===== src/rtl/dmem_arbiter_if.sv =====
// rtl/dmem_arbiter_if.sv - master and memory side signals of the two-port data memory arbiter
interface dmem_arbiter_if #(
    parameter int AW = 32,
    parameter int DW = 32
);
    logic          req0;
    logic          req1;
    logic          lock0;
    logic          lock1;
    logic          we0;
    logic          we1;
    logic [AW-1:0] addr0;
    logic [AW-1:0] addr1;
    logic [DW-1:0] wdata0;
    logic [DW-1:0] wdata1;
    logic          gnt0;
    logic          gnt1;
    logic          rvalid0;
    logic          rvalid1;
    logic [DW-1:0] rdata;
    logic [AW-1:0] mem_addr;
    logic [DW-1:0] mem_wdata;
    logic          mem_we;
    logic [DW-1:0] mem_rdata;

    // Arbiter view: requests and memory read data in, grants and memory pins out.
    modport slave (
        input  req0, req1, lock0, lock1, we0, we1, addr0, addr1, wdata0, wdata1, mem_rdata,
        output gnt0, gnt1, rvalid0, rvalid1, rdata, mem_addr, mem_wdata, mem_we
    );

    // Environment view: the two masters plus the memory itself.
    modport master (
        output req0, req1, lock0, lock1, we0, we1, addr0, addr1, wdata0, wdata1, mem_rdata,
        input  gnt0, gnt1, rvalid0, rvalid1, rdata, mem_addr, mem_wdata, mem_we
    );
endinterface


===== src/rtl/dmem_arbiter.sv =====
// rtl/dmem_arbiter.sv - round-robin arbiter sharing one data memory between two masters
module dmem_arbiter #(
    parameter int AW       = 32,
    parameter int DW       = 32,
    parameter int MAX_HOLD = 4
) (
    input  logic           clk,
    input  logic           rst,
    dmem_arbiter_if.slave  bus
);
    localparam int              HW       = $clog2(MAX_HOLD) + 1;
    localparam logic [HW-1:0]   HOLD_LIM = HW'(MAX_HOLD - 1);

    localparam logic [1:0] S_IDLE = 2'b00;
    localparam logic [1:0] S_OWN0 = 2'b01;
    localparam logic [1:0] S_OWN1 = 2'b10;

    logic [1:0]    state;
    logic [1:0]    state_n;
    logic          last;
    logic          last_n;
    logic [HW-1:0] hold_cnt;
    logic [HW-1:0] hold_n;
    logic [DW-1:0] rdata_q;
    logic          rvalid0_q;
    logic          rvalid1_q;
    logic          xfer0;
    logic          xfer1;
    logic          rd0;
    logic          rd1;

    // Grants come from the owner state alone so they never depend on this cycle's req.
    assign bus.gnt0    = (state == S_OWN0);
    assign bus.gnt1    = (state == S_OWN1);
    assign xfer0       = bus.gnt0 & bus.req0;
    assign xfer1       = bus.gnt1 & bus.req1;
    assign rd0         = xfer0 & ~bus.we0;
    assign rd1         = xfer1 & ~bus.we1;
    assign bus.rdata   = rdata_q;
    assign bus.rvalid0 = rvalid0_q;
    assign bus.rvalid1 = rvalid1_q;

    // Memory pins follow the transferring port; idle slots drive zeros so nothing is written.
    always_comb begin
        bus.mem_addr  = '0;
        bus.mem_wdata = '0;
        bus.mem_we    = 1'b0;
        if (xfer0) begin
            bus.mem_addr  = bus.addr0;
            bus.mem_wdata = bus.wdata0;
            bus.mem_we    = bus.we0;
        end else if (xfer1) begin
            bus.mem_addr  = bus.addr1;
            bus.mem_wdata = bus.wdata1;
            bus.mem_we    = bus.we1;
        end
    end

    // Owner selection: locked owner keeps the memory for a bounded run, otherwise hand over on contention.
    always_comb begin
        state_n = state;
        last_n  = last;
        hold_n  = '0;
        case (state)
            S_IDLE: begin
                if (bus.req0 && bus.req1) state_n = last ? S_OWN0 : S_OWN1;
                else if (bus.req0)        state_n = S_OWN0;
                else if (bus.req1)        state_n = S_OWN1;
            end
            S_OWN0: begin
                if (bus.req0 && bus.lock0 && (hold_cnt < HOLD_LIM)) begin
                    hold_n = hold_cnt + 1'b1;
                end else if (bus.req1) begin
                    state_n = S_OWN1;
                    last_n  = 1'b0;
                end else if (!bus.req0) begin
                    state_n = S_IDLE;
                    last_n  = 1'b0;
                end
            end
            S_OWN1: begin
                if (bus.req1 && bus.lock1 && (hold_cnt < HOLD_LIM)) begin
                    hold_n = hold_cnt + 1'b1;
                end else if (bus.req0) begin
                    state_n = S_OWN0;
                    last_n  = 1'b1;
                end else if (!bus.req1) begin
                    state_n = S_IDLE;
                    last_n  = 1'b1;
                end
            end
            default: state_n = S_IDLE;
        endcase
    end

    // Owner state register; last=1 at reset so port 0 wins the first tie.
    always_ff @(posedge clk or posedge rst) begin
        if (rst) begin
            state    <= S_IDLE;
            last     <= 1'b1;
            hold_cnt <= '0;
        end else begin
            state    <= state_n;
            last     <= last_n;
            hold_cnt <= hold_n;
        end
    end

    // Read return pipeline: capture memory data at the close of a read transfer and pulse that port's valid.
    always_ff @(posedge clk or posedge rst) begin
        if (rst) begin
            rdata_q   <= '0;
            rvalid0_q <= 1'b0;
            rvalid1_q <= 1'b0;
        end else begin
            rvalid0_q <= rd0;
            rvalid1_q <= rd1;
            if (rd0 || rd1) rdata_q <= bus.mem_rdata;
        end
    end
endmodule


===== src/flat_wrapper.sv =====
// flat-port wrapper written by rule: the top's interface ports become plain ports
module dmem_arbiter_flat 
#(
    parameter int AW       = 32,
    parameter int DW       = 32,
    parameter int MAX_HOLD = 4
)
  (clk, rst, bus_req0, bus_req1, bus_lock0, bus_lock1, bus_we0, bus_we1, bus_addr0, bus_addr1, bus_wdata0, bus_wdata1, bus_mem_rdata, bus_gnt0, bus_gnt1, bus_rvalid0, bus_rvalid1, bus_rdata, bus_mem_addr, bus_mem_wdata, bus_mem_we);
  dmem_arbiter_if #(.AW(AW), .DW(DW)) bus_i ();
  input  logic clk;
  input  logic rst;
  input wire logic [$bits(bus_i.req0)-1:0] bus_req0;
  input wire logic [$bits(bus_i.req1)-1:0] bus_req1;
  input wire logic [$bits(bus_i.lock0)-1:0] bus_lock0;
  input wire logic [$bits(bus_i.lock1)-1:0] bus_lock1;
  input wire logic [$bits(bus_i.we0)-1:0] bus_we0;
  input wire logic [$bits(bus_i.we1)-1:0] bus_we1;
  input wire logic [$bits(bus_i.addr0)-1:0] bus_addr0;
  input wire logic [$bits(bus_i.addr1)-1:0] bus_addr1;
  input wire logic [$bits(bus_i.wdata0)-1:0] bus_wdata0;
  input wire logic [$bits(bus_i.wdata1)-1:0] bus_wdata1;
  input wire logic [$bits(bus_i.mem_rdata)-1:0] bus_mem_rdata;
  output wire logic [$bits(bus_i.gnt0)-1:0] bus_gnt0;
  output wire logic [$bits(bus_i.gnt1)-1:0] bus_gnt1;
  output wire logic [$bits(bus_i.rvalid0)-1:0] bus_rvalid0;
  output wire logic [$bits(bus_i.rvalid1)-1:0] bus_rvalid1;
  output wire logic [$bits(bus_i.rdata)-1:0] bus_rdata;
  output wire logic [$bits(bus_i.mem_addr)-1:0] bus_mem_addr;
  output wire logic [$bits(bus_i.mem_wdata)-1:0] bus_mem_wdata;
  output wire logic [$bits(bus_i.mem_we)-1:0] bus_mem_we;
  assign bus_i.req0 = bus_req0;
  assign bus_i.req1 = bus_req1;
  assign bus_i.lock0 = bus_lock0;
  assign bus_i.lock1 = bus_lock1;
  assign bus_i.we0 = bus_we0;
  assign bus_i.we1 = bus_we1;
  assign bus_i.addr0 = bus_addr0;
  assign bus_i.addr1 = bus_addr1;
  assign bus_i.wdata0 = bus_wdata0;
  assign bus_i.wdata1 = bus_wdata1;
  assign bus_i.mem_rdata = bus_mem_rdata;
  assign bus_gnt0 = bus_i.gnt0;
  assign bus_gnt1 = bus_i.gnt1;
  assign bus_rvalid0 = bus_i.rvalid0;
  assign bus_rvalid1 = bus_i.rvalid1;
  assign bus_rdata = bus_i.rdata;
  assign bus_mem_addr = bus_i.mem_addr;
  assign bus_mem_wdata = bus_i.mem_wdata;
  assign bus_mem_we = bus_i.mem_we;
  dmem_arbiter #(.AW(AW), .DW(DW), .MAX_HOLD(MAX_HOLD)) u_core (.clk(clk), .rst(rst), .bus(bus_i));
endmodule

===== config.mk =====
export PLATFORM = sky130hd
export DESIGN_NAME = dmem_arbiter_flat
export DESIGN_NICKNAME = d
export VERILOG_FILES = /design/src/rtl/dmem_arbiter_if.sv /design/src/rtl/dmem_arbiter.sv /design/src/flat_wrapper.sv
export SDC_FILE = /design/constraint.sdc
export NUM_CORES = 1
export LEC_CHECK = 0
export ABC_AREA = 0
export CAP_MARGIN = 10
export CORE_AREA = 2 2 105 107
export DETAILED_ROUTE_END_ITERATION = 6
export DIE_AREA = 0 0 107 109
export PLACE_DENSITY_LB_ADDON = 0.1
export SETUP_SLACK_MARGIN = 0.5
export SLEW_MARGIN = 40
export SYNTH_ARGS = -nofsm -noshare
export SYNTH_HDL_FRONTEND = slang
export SYNTH_SLANG_ARGS = --single-unit

===== constraint.sdc =====
create_clock -name clk -period 4.43 [get_ports clk]
set_clock_uncertainty 0.2 [all_clocks]
set_input_delay 0.443 -clock clk [delete_from_list [all_inputs] [get_ports clk]]
set_output_delay 0.443 -clock clk [all_outputs]
set_load 0.05 [all_outputs]

# Yosys cells after proc, flatten, opt, wreduce, memory -nomap -nowiden
# Index checks and enable logic that the tools add are counted.
# word_totals
out_inout_bits	101
word_cells	58
input_bits	168
reg_bits	40
# op_classes
order_cmp	1
addsub	1
eq_ne	7
n_reduce_logical	10
n_bitwise	6
n_mux	27
# ops
operator	n
2-to-1 mux 32 bit	4
2-to-1 mux 2 bit	10
AND reduction 5 bit	2
2-to-1 mux 1 bit	8
2-to-1 mux 3 bit	2
!= test 3 bit, second input constant	2
case mux 2 bit (3 select lines)	1
case mux 3 bit (2 select lines)	1
logical AND 1 bit	5
bitwise AND 1 bit	4
!= test 2 bit, second input constant	2
!= test 4 x 3 -> 1 bit, second input constant	1
adder 3 x 1 -> 3 bit, second input constant	1
< comparator 3 x 2 -> 1 bit, second input constant	1
equality test 2 x 1 -> 1 bit, second input constant	1
equality test 2 bit, second input constant	1
zero test 2 bit	1
inverter 1 bit	2
case mux 1 bit (2 select lines)	1
nonzero test 2 bit	1
logical OR 1 bit	1

# Depth between registers and ports, before layout
# Gate-level depths: netlist of run 1.
# logic_depth
ltp_word	4
depth_mapped	7
ltp_nobuf	6

# Least setup slack after synthesis of run 1
# Ideal clock, no wire load.
# synth_path
kind	reg-to-output
from	reg u_core.state[0]
to	out bus_mem_addr[0]
stages_incl_launch_ff	8
slack_ns	1.721
path_buffers	2
t_required_ns	3.787
t_arrival_ns	2.066
cell_sequence	dfrtp_1 > inv_1 > ha_1 > nand2_2 > nor2_1 > buf_4 > buf_4 > a22o_1
# synth_between
elab_chain_len	4
elab_cells_between_ends	6
classes_between	eq/ne (2); mux (2); bitwise (2)
# synth_lines
item	line_no	text
start: declaration	dmem_arbiter.sv:18	logic [1:0] state;
start signal: assignment	dmem_arbiter.sv:103	state <= state_n;
equality test 2 bit	dmem_arbiter.sv:34	assign bus.gnt1 = (state == S_OWN1);
named net bus_gnt1	flat_wrapper.sv:24	output wire logic [$bits(bus_i.gnt1)-1:0] bus_gnt1;
bitwise AND 1 bit	dmem_arbiter.sv:36	assign xfer1 = bus.gnt1 & bus.req1;
2-to-1 mux 32 bit	dmem_arbiter.sv:52	end else if (xfer1) begin
2-to-1 mux 32 bit	dmem_arbiter.sv:48	if (xfer0) begin
end: declaration	flat_wrapper.sv:28	output wire logic [$bits(bus_i.mem_addr)-1:0] bus_mem_addr;
# The timed path passes the listed nets, and every way through them passes these cells.

# Worst setup path after layout of run 1
# layout_path
from	reg u_core.state[0]
to	out bus_mem_wdata[7]
# layout_between
elab_chain_len	4
elab_cells_between_ends	6
classes_between	eq/ne (2); mux (2); bitwise (2)
# layout_lines
item	line_no	text
equality test 2 bit	dmem_arbiter.sv:34	
bitwise AND 1 bit	dmem_arbiter.sv:36	
2-to-1 mux 32 bit	dmem_arbiter.sv:52	
2-to-1 mux 32 bit *	dmem_arbiter.sv:48	
end: declaration	flat_wrapper.sv:29	output wire logic [$bits(bus_i.mem_wdata)-1:0] bus_mem_wdata;
# Every way passes the cells marked *; elsewhere a longest branch is shown, timed or not.

==> results.toml, run 1 <==
[job]
cap_violations = 0

[synth]
yosysSeqAreaShare = 0.432
ys_ff_latch = 40
synth_nets = 364
synthXorXnorAreaFrac = 0
synth_top_area_cell = "dfrtp_1"
synthArstFlopShare = 1.00
synth_area_per_cell_sq_um = 12.1
synth_top_family_by_area = "compound AO/OA/AOI/OAI gates"
synth_top_area_frac = 0.421
ys_types = 29
synth_mux_area_frac = 0.169
synth-compound-area-share = 0.272
synth_top_flop_cell = "dfrtp_1"
yosys_warnings = 0
synth.area.top_cells = "dfrtp_1 42%, a22o_1 25%, mux2_2 16%"
synth_area_sq_um = 2320
synth-simple-area-share = 0.0437
syn_inst = 191
synth_edf_count = 0
yosys.area_share.adder = 0.0270

[detailed_routing]
ant_nets = 0
routed_via_density = 4.47
drc = 0
vias = 2657
drtPass1Iterations = 4
wirelength_microns = 10400
post_drt_wl_per_cell_microns = 17.5
drtIter0Drc = 213

[grt]
track_usage = 0.161
antenna_found_initial = 0
grt_pass1_wl_microns = 14400
grt_max_degree = 66
grt_pass1_vias = 2549
grt-ovfl-total = 0

[power]
p_sw_mw = 1.68
p_int_mw = 1.63
p_leak_nw = 2.08
pwr-share-seq = 0.186
p_per_area_nw_per_um2 = 630
switching_share = 0.507
ir_worst_vdd_uv = 371
p_comb_frac = 0.719
power_frac_clock = 0.095

[critical_path]
path_cells = "inv_1, ha_1, nand2_2, nor2_4, buf_4, a22o_1, clkdlybuf4s50_1"
crit_path_top_delay_cell = "clkdlybuf4s50_1"
worstSetupPathType = "flip-flop to primary output"
crit_required_ns = 3.79
path_max_fanout = 65
critical_path.startpoint_type = "flip-flop"
slowest_delay_ns = 0.83
worstPathArrival_ns = 2.94
crit_path_end_kind = "primary output"

[clock_network]
cts.sink_count = 40
cts_tree = "built"
cts_made_buffers = 5
clock_insertion_delay_worst_skew_ns = 0.28
cts-root-buf = "clkbuf_8"
path_clk_slew_ns = 0.09
cts_buffer_depth = 2
cts_resized = 0
cts_hold_buf = 0
htree_levels = 2
cts_setup_buffers = 0

[floorplan]
start_util = 0.219
die_h_microns = 109
ioPinCount = 269
core-area_sq_um = 10600
die_w_microns = 107
die_area_sq_um = 11700
num_rows = 38

[sta]
setup_tns_ns = 0
rsz0062_at_grt = "no"
slew_violations = 0
max_slew.worst_pin.slew_ns = 0.688
slew_headroom = 0.541
period_needed_ns = 3.59
setup_viol = 0
fmax_mhz = 279
period_share = 0.810
hold_violations = 0

[layout]
n_fill_cell = 987
multi_input_area_sq_um = 1200
drive_gt1_frac = 0.112
seq_area_sq_um = 1000
antenna_cells = 0
syn_to_final_growth_pct = 126
nets = 627
final_cell_area_sq_um = 5240

[placed_design]
place_area_sq_um = 5120
gp_congestion = 0.744
dp_hpwl_microns = 8650
portBuffers = 268

[run_status]
outcome = "finished, final reports clean"

[hold_path]
hold_class = "input pin to asynchronous set/reset pin"
-- layout by cell type (no fill, tap or decap), drive strengths merged, types with 2 or more instances in the layout --
cell type,netlist,layout
ha,5,5
inv,3,3
a22o,65,65
nand2,2,2
dfrtp,39,39
a21boi,2,2
nor3b,2,2
clkdlybuf4s50,0,268
mux2,34,34
nor2,4,4
clkbuf,1,6
nand3,2,2
nand2b,2,2
o22ai,2,2
a21oi,3,3
buf,16,5
and3,2,2
-- critical path, delay by kind of cell, from the launching register on --
kind | cells | cell delay (ns)
AOI/OAI and AO/OA | 1 | 0.24
adders and majority gates | 1 | 0.26
buffers and inverters | 3 | 1.46
DFF | 1 | 0.40
and+or+nand+nor | 2 | 0.25
-- layer usage --
layer | part of all wire | global-route usage
met2 | 0.52 | 0.286
met3 | 0.092 | 0.0502
met1 | 0.38 | 0.190
met5 | 0 | 0
met4 | 0.013 | 0.0436
-- layout make-up --
class	count	area share
Clock buffer	6	0.0158
Sequential cell	40	0.191
Inverter	3	0.00215
Tap cell	140	0.0334
Clock inverter	2	0.00740
Timing Repair Buffer	273	0.522
Multi-Input combinational cell	131	0.228
-- logic make-up (layout without fill, tap and decap cells) --
family / Yosys count / in the layout
fa+ha+maj: 5 / 5
simple gates: 18 / 18
compound gates: 73 / 73
mux: 35 / 35
flops: 40 / 40
buf+inv: 20 / 284
-- through the flow --
stage	cells	power (mW)	util	setup WS [ns]	hold WS (ns)
2_1_floorplan	191	2.18	-	1.72	0.209
3_3_place_gp	585	2.98	0.480	0.879	0.226
3_5_place_dp	587	3.01	0.483	0.859	0.233
4_1_cts	595	3.34	0.494	0.830	0.192
5_1_grt	595	3.44	0.494	0.688	0.209
6_report	595	3.30	0.494	0.843	0.181
-- cells in the mapped netlist, drive strengths merged (2+ instances only) --
cell type / n
nand3: 2
nand2: 2
o22ai: 2
nor2: 4
a22o: 65
nor3b: 2
ha: 5
mux2: 34
a21boi: 2
dfrtp: 39
and3: 2
buf: 16
inv: 3
a21oi: 3
nand2b: 2
-- path summary, 6_finish.rpt --
check | start | to | slack (ns) | cells after the start
worst max-delay path | u_core.state[0] | bus_mem_wdata[7] | 0.84 | 7
worst min-delay path | rst | u_core.bus.rdata[27] | 0.18 | 2
worst max register to register | u_core.state[0] | u_core.bus.rdata[4] | 2.12 | 7
worst min register to register | u_core.hold_cnt[2] | u_core.hold_cnt[0] | 0.26 | 1
max in group asynchronous | rst | u_core.last | 3.08 | 3
min in group clk | u_core.hold_cnt[2] | u_core.hold_cnt[0] | 0.26 | 1
-- state kept, by name, summed over array words and instances (netlist names) --
name / cells
u_core.bus.rdata: 32
u_core.bus.rvalid0: 1
u_core.state: 2
u_core.bus.rvalid1: 1
u_core.last: 1
u_core.hold_cnt: 3
-- power groups by stage --
stage	clock network, mW	logic (mW)	registers (mW)
after CTS	0.329	2.39	0.617
final	0.315	2.37	0.614
after global routing	0.340	2.47	0.638
after detailed placement	0	2.39	0.622
after global placement	0	2.37	0.615
after floorplan	0	1.03	1.16
No activity file was read; power rests on OpenSTA's default activity.
==> run 2: changes to the inputs <==
==> constraint.sdc (replaced) <==
create_clock -name clk -period 3.4 [get_ports clk]
set_clock_uncertainty 0.2 [all_clocks]
set_input_delay 0.34 -clock clk [delete_from_list [all_inputs] [get_ports clk]]
set_output_delay 0.34 -clock clk [all_outputs]
set_load 0.05 [all_outputs]
==> run 2 against run 1 <==
Against the previous run: via count increased by 1.9%; non-clock buffer count down 1; critical path depth is the same; critical endpoint is now bus_mem_wdata[9]; critical path type unchanged; global-route usage up 1.1 points; sequential cell count is the same; setup slack lost 0.032 ns.
==> results.toml, run 2 (synthesized netlist as in run 1, its figures left out) <==
[detailed_routing]
drc = 0
wirelength_microns = 11000
routed_via_density = 4.56
drtIter0Drc = 166
drtPass1Iterations = 4
vias = 2707
ant_nets = 0
post_drt_wl_per_cell_microns = 18.5

[sta]
setup_viol = 0
rsz0062_at_grt = "no"
slew_violations = 0
slew_headroom = 0.630
max_slew.worst_pin.slew_ns = 0.553
hold_violations = 0
period_share = 0.761
fmax_mhz = 386
setup_tns_ns = 0
period_needed_ns = 2.59

[clock_network]
cts.sink_count = 40
cts-root-buf = "clkbuf_8"
cts_hold_buf = 0
cts_setup_buffers = 0
clock_insertion_delay_worst_skew_ns = 0.28
cts_resized = 0
htree_levels = 2
cts_made_buffers = 5
path_clk_slew_ns = 0.08
cts_tree = "built"
cts_buffer_depth = 2

[floorplan]
start_util = 0.219
core-area_sq_um = 10600
ioPinCount = 269
die_area_sq_um = 11700
die_h_microns = 109
die_w_microns = 107
num_rows = 38

[layout]
post-route-util = 0.539
antenna_cells = 0
largest_register_ffs = 32
nets = 626
n_fill_cell = 924
drive_gt1_frac = 0.251
layout.cells.non_filler = 594
layout_commonest_cell = "clkdlybuf4s50_1"
most-common-layout-cells = "203 x clkdlybuf4s50_1, 65 x a22o_1, 54 x buf_12"
syn_to_final_growth_pct = 147

[critical_path]
worstReg2RegEnd = "u_core.bus.rdata[2]"
crit_required_ns = 2.86
r2r_start = "u_core.state[0]"
r2r_setup_slack_ns = 1.22
critical_path.startpoint_type = "flip-flop"
reg2regPathDepth = 6
worstPathArrival_ns = 2.05
worstSetupPathType = "flip-flop to primary output"
crit_path_end_kind = "primary output"
crit_path_end = "bus_mem_wdata[9]"
path_max_fanout = 65
crit_path_start = "u_core.state[1]"

[placed_design]
gp_congestion = 0.802
portBuffers = 268
dp.cells = 586
dp_hpwl_microns = 9070

[power]
ir_worst_vdd_uv = 517
p_leak_nw = 2.35
p_per_area_nw_per_um2 = 815

[grt]
antenna_found_initial = 0
track_usage = 0.172
grt_pass1_vias = 2597
grt_max_degree = 66
grt_pass1_wl_microns = 15200
grt-ovfl-total = 0

[job]
cap_violations = 0

[hold_path]
hold_class = "input pin to asynchronous set/reset pin"

[run_status]
outcome = "finished, final reports clean"
-- run 2: cell count changes in the layout (fill, tap and decap cells not counted) --
cell             before  now
clkinv_4              1    0
buf_12                0   54
buf_8                 2    0
clkinv_2              0    1
clkbuf_8              6    5
clkdlybuf4s50_1     268  203
clkbuf_1              0    1
buf_4                 3   15
-- run 2: report_power, final --
part / internal [mW] / switching [mW]
logic: 1.48 / 2.00
registers: 0.696 / 0.107
clock network: 0.218 / 0.161
-- run 2: critical path, stage by stage (launching register included) --
cell,delay [ns]
dfrtp_1,0.40
inv_1,0.07
ha_1,0.24
and2_2,0.23
nor2_4,0.11
buf_12,0.28
a22o_1,0.21
buf_4,0.20
-- run 2: how the worst min path moves through the flow --
stage                                 to  slack [ns]  cells after the start
CTS                 u_core.bus.rdata[29]        0.03                      2
floorplan             u_core.bus.rvalid0        0.21                      1
finish              u_core.bus.rdata[29]        0.04                      2
detailed placement    u_core.hold_cnt[0]        0.24                      1
global route        u_core.bus.rdata[29]        0.05                      2
global placement      u_core.hold_cnt[0]        0.22                      1
-- run 2: through the flow --
stage | cell area (sq um) | hold slack (ns) | power, mW | worst slack, ns
after detailed placement | 5610 | 0.239 | 4.31 | 0.919
after global placement | 5610 | 0.222 | 4.28 | 0.952
after CTS | 5720 | 0.0341 | 4.71 | 0.784
after floorplan | 2320 | 0.206 | 2.84 | 0.794
after global routing | 5720 | 0.0538 | 4.85 | 0.654
final | 5720 | 0.0378 | 4.66 | 0.811
-- run 2: area by class of cell --
class,instances,area (sq um),share of cell area
multi-input cells,131,1200,0.209
well taps,140,175,0.0306
clock buffers,6,72.6,0.0127
inverters,3,11.3,0.00197
flip-flops and latches,40,1000,0.175
clock inverters,2,35.0,0.00613
repair buffers,272,3230,0.564
-- run 2: per-layer routing --
layer | share of wire | wire [microns] | vias up | track usage
li1 | - | - | 1268 | -
met1 | 0.38 | 4240 | 1306 | 0.208
met2 | 0.52 | 5720 | 123 | 0.298
met3 | 0.081 | 892 | 10 | 0.0532
met4 | 0.014 | 159 | 0 | 0.0464
met5 | 0 | 0 | - | 0
==> run 3: changes to the inputs <==
==> constraint.sdc (replaced) <==
create_clock -name clk -period 2.67 [get_ports clk]
set_clock_uncertainty 0.2 [all_clocks]
set_input_delay 0.267 -clock clk [delete_from_list [all_inputs] [get_ports clk]]
set_output_delay 0.267 -clock clk [all_outputs]
set_load 0.05 [all_outputs]
==> run 3 against run 2 <==
Against the previous run: die area did not move; largest cell class unchanged; cell count rose by 5.1%; sequential cell count unchanged; via count up 7.9%; sequential share of layout area down 3.1 points; power up 49%; core utilization up 12 points; non-clock buffer count grew 30; cell area increased by 21%.
==> results.toml, run 3 (synthesized netlist as in run 1, its figures left out) <==
[run_status]
outcome = "finished, final reports clean"

[layout]
n_fill_cell = 781
layout.cells.non_filler = 624
drive_gt1_frac = 0.442
most-common-layout-cells = "201 x clkdlybuf4s50_1, 69 x buf_12, 56 x a22o_4"
seq_area_sq_um = 1000
nets = 656
layout_commonest_cell = "clkdlybuf4s50_1"
syn_to_final_growth_pct = 199
antenna_cells = 0
largest_register_ffs = 32
multi_input_area_sq_um = 1730
final_cell_area_sq_um = 6940

[floorplan]
die_w_microns = 107
core-area_sq_um = 10600
num_rows = 38
ioPinCount = 269
die_area_sq_um = 11700
start_util = 0.219
die_h_microns = 109

[clock_network]
clock_insertion_delay_worst_skew_ns = 0.28
cts_made_buffers = 5
cts-root-buf = "clkbuf_8"
htree_levels = 2
cts_buffer_depth = 2
cts.sink_count = 40
cts_hold_buf = 0
path_clk_slew_ns = 0.08
cts_tree = "built"

[critical_path]
worstSetupPathType = "flip-flop to primary output"
reg2regPathDepth = 8
worstReg2RegEnd = "u_core.state[1]"
r2r_start = "u_core.state[0]"
worstPathArrival_ns = 1.85
crit_path_end_kind = "primary output"
path_max_fanout = 6
critical_path.startpoint_type = "flip-flop"
crit_required_ns = 2.20
r2r_setup_slack_ns = 0.53

[detailed_routing]
post_drt_wl_per_cell_microns = 22.5
drtIter0Drc = 84
vias = 2921
drtPass1Iterations = 6
drc = 0
wirelength_microns = 14000
ant_nets = 0
routed_via_density = 4.68

[grt]
grt_pass1_wl_microns = 17100
grt_pass1_vias = 2860
grt-ovfl-total = 0
antenna_found_initial = 1
track_usage = 0.193
grt_max_degree = 33

[placed_design]
place_ws_ns = 0.347
dp.cells = 588
dp_hpwl_microns = 9460
gp_congestion = 0.785
portBuffers = 268
place_area_sq_um = 5900

[power]
switching_share = 0.459
pwr-share-seq = 0.147
p_comb_frac = 0.778
p_per_area_nw_per_um2 = 998
power_frac_clock = 0.074
p_int_mw = 3.75
ir_worst_vdd_uv = 846
p_sw_mw = 3.18
p_leak_nw = 2.97

[sta]
setup_slack_ns = 0.353
rsz0062_at_grt = "yes"
fmax_mhz = 432
period_needed_ns = 2.32
period_share = 0.868
slew_headroom = 0.636
setup_viol = 0
max_slew.worst_pin.slew_ns = 0.545
setup_tns_ns = 0
hold_violations = 0
slew_violations = 0

[job]
cap_violations = 0

[hold_path]
hold_class = "input pin to asynchronous set/reset pin"
-- run 3: cell types whose count changed in the layout (fill, tap and decap cells not counted), sizes merged --
cell	delta
clkdlybuf4s50	-2
clkbuf	+7
dlygate4sd2	+2
buf	+23
-- run 3: repair_timing --
item | CTS | global route
setup buffers | 11 | 2
cloned | 4 | 11
pin swaps | 3 | 5
resized for setup | 21 | 56
endpoints found under the setup margin | 67 | 65
-- run 3: final cells by class --
cell class,instances,share of cell area
clock inverter,2,0.00559
timing repair buffer,302,0.562
tap,140,0.0252
clock buffer,6,0.0119
multi-input combinational,131,0.249
sequential,40,0.144
inverter,3,0.00162
-- run 3: stage by stage --
step | hold WS [ns] | power, mW | utilization
3_3_place_gp | 0.225 | 5.68 | 0.557
3_5_place_dp | 0.231 | 5.72 | 0.557
6_report | 0.126 | 6.93 | 0.654
4_1_cts | 0.120 | 6.52 | 0.594
2_1_floorplan | 0.133 | 3.71 | -
5_1_grt | 0.138 | 7.19 | 0.654
-- run 3: power by group through the flow --
stage / sequential (mW) / combinational, mW / clock [mW]
floorplan: 1.92 / 1.79 / 0
global placement: 1.03 / 4.65 / 0
CTS: 1.02 / 4.95 / 0.544
detailed placement: 1.04 / 4.68 / 0
finish: 1.02 / 5.39 / 0.514
global route: 1.06 / 5.56 / 0.570
-- run 3: worst max-delay path by stage --
stage,depth (start not counted),endpoint,start
2_1_floorplan,7,bus_mem_addr[0],u_core.state[0]
3_3_place_gp,6,bus_mem_wdata[31],bus_req0
3_5_place_dp,6,bus_mem_wdata[31],bus_req0
4_1_cts,7,bus_mem_wdata[31],u_core.state[0]
5_1_grt,8,bus_mem_wdata[2],u_core.state[1]
6_report,8,bus_mem_wdata[2],u_core.state[1]
-- run 3: worst max-delay path, stage by stage (launching register included) --
cell,delay [ns]
dfrtp_1,0.41
inv_2,0.09
ha_4,0.15
and2_4,0.17
nor2_4,0.06
buf_8,0.15
clkbuf_16,0.17
a22o_4,0.23
buf_12,0.15
-- run 3: routing by layer --
layer / vias up / wire length, microns / GRT usage
met4: 2 / 310 / 0.0334
met3: 24 / 1010 / 0.0562
met5: - / 12 / 0
li1: 1339 / - / -
met1: 1432 / 5140 / 0.225
met2: 124 / 7540 / 0.357
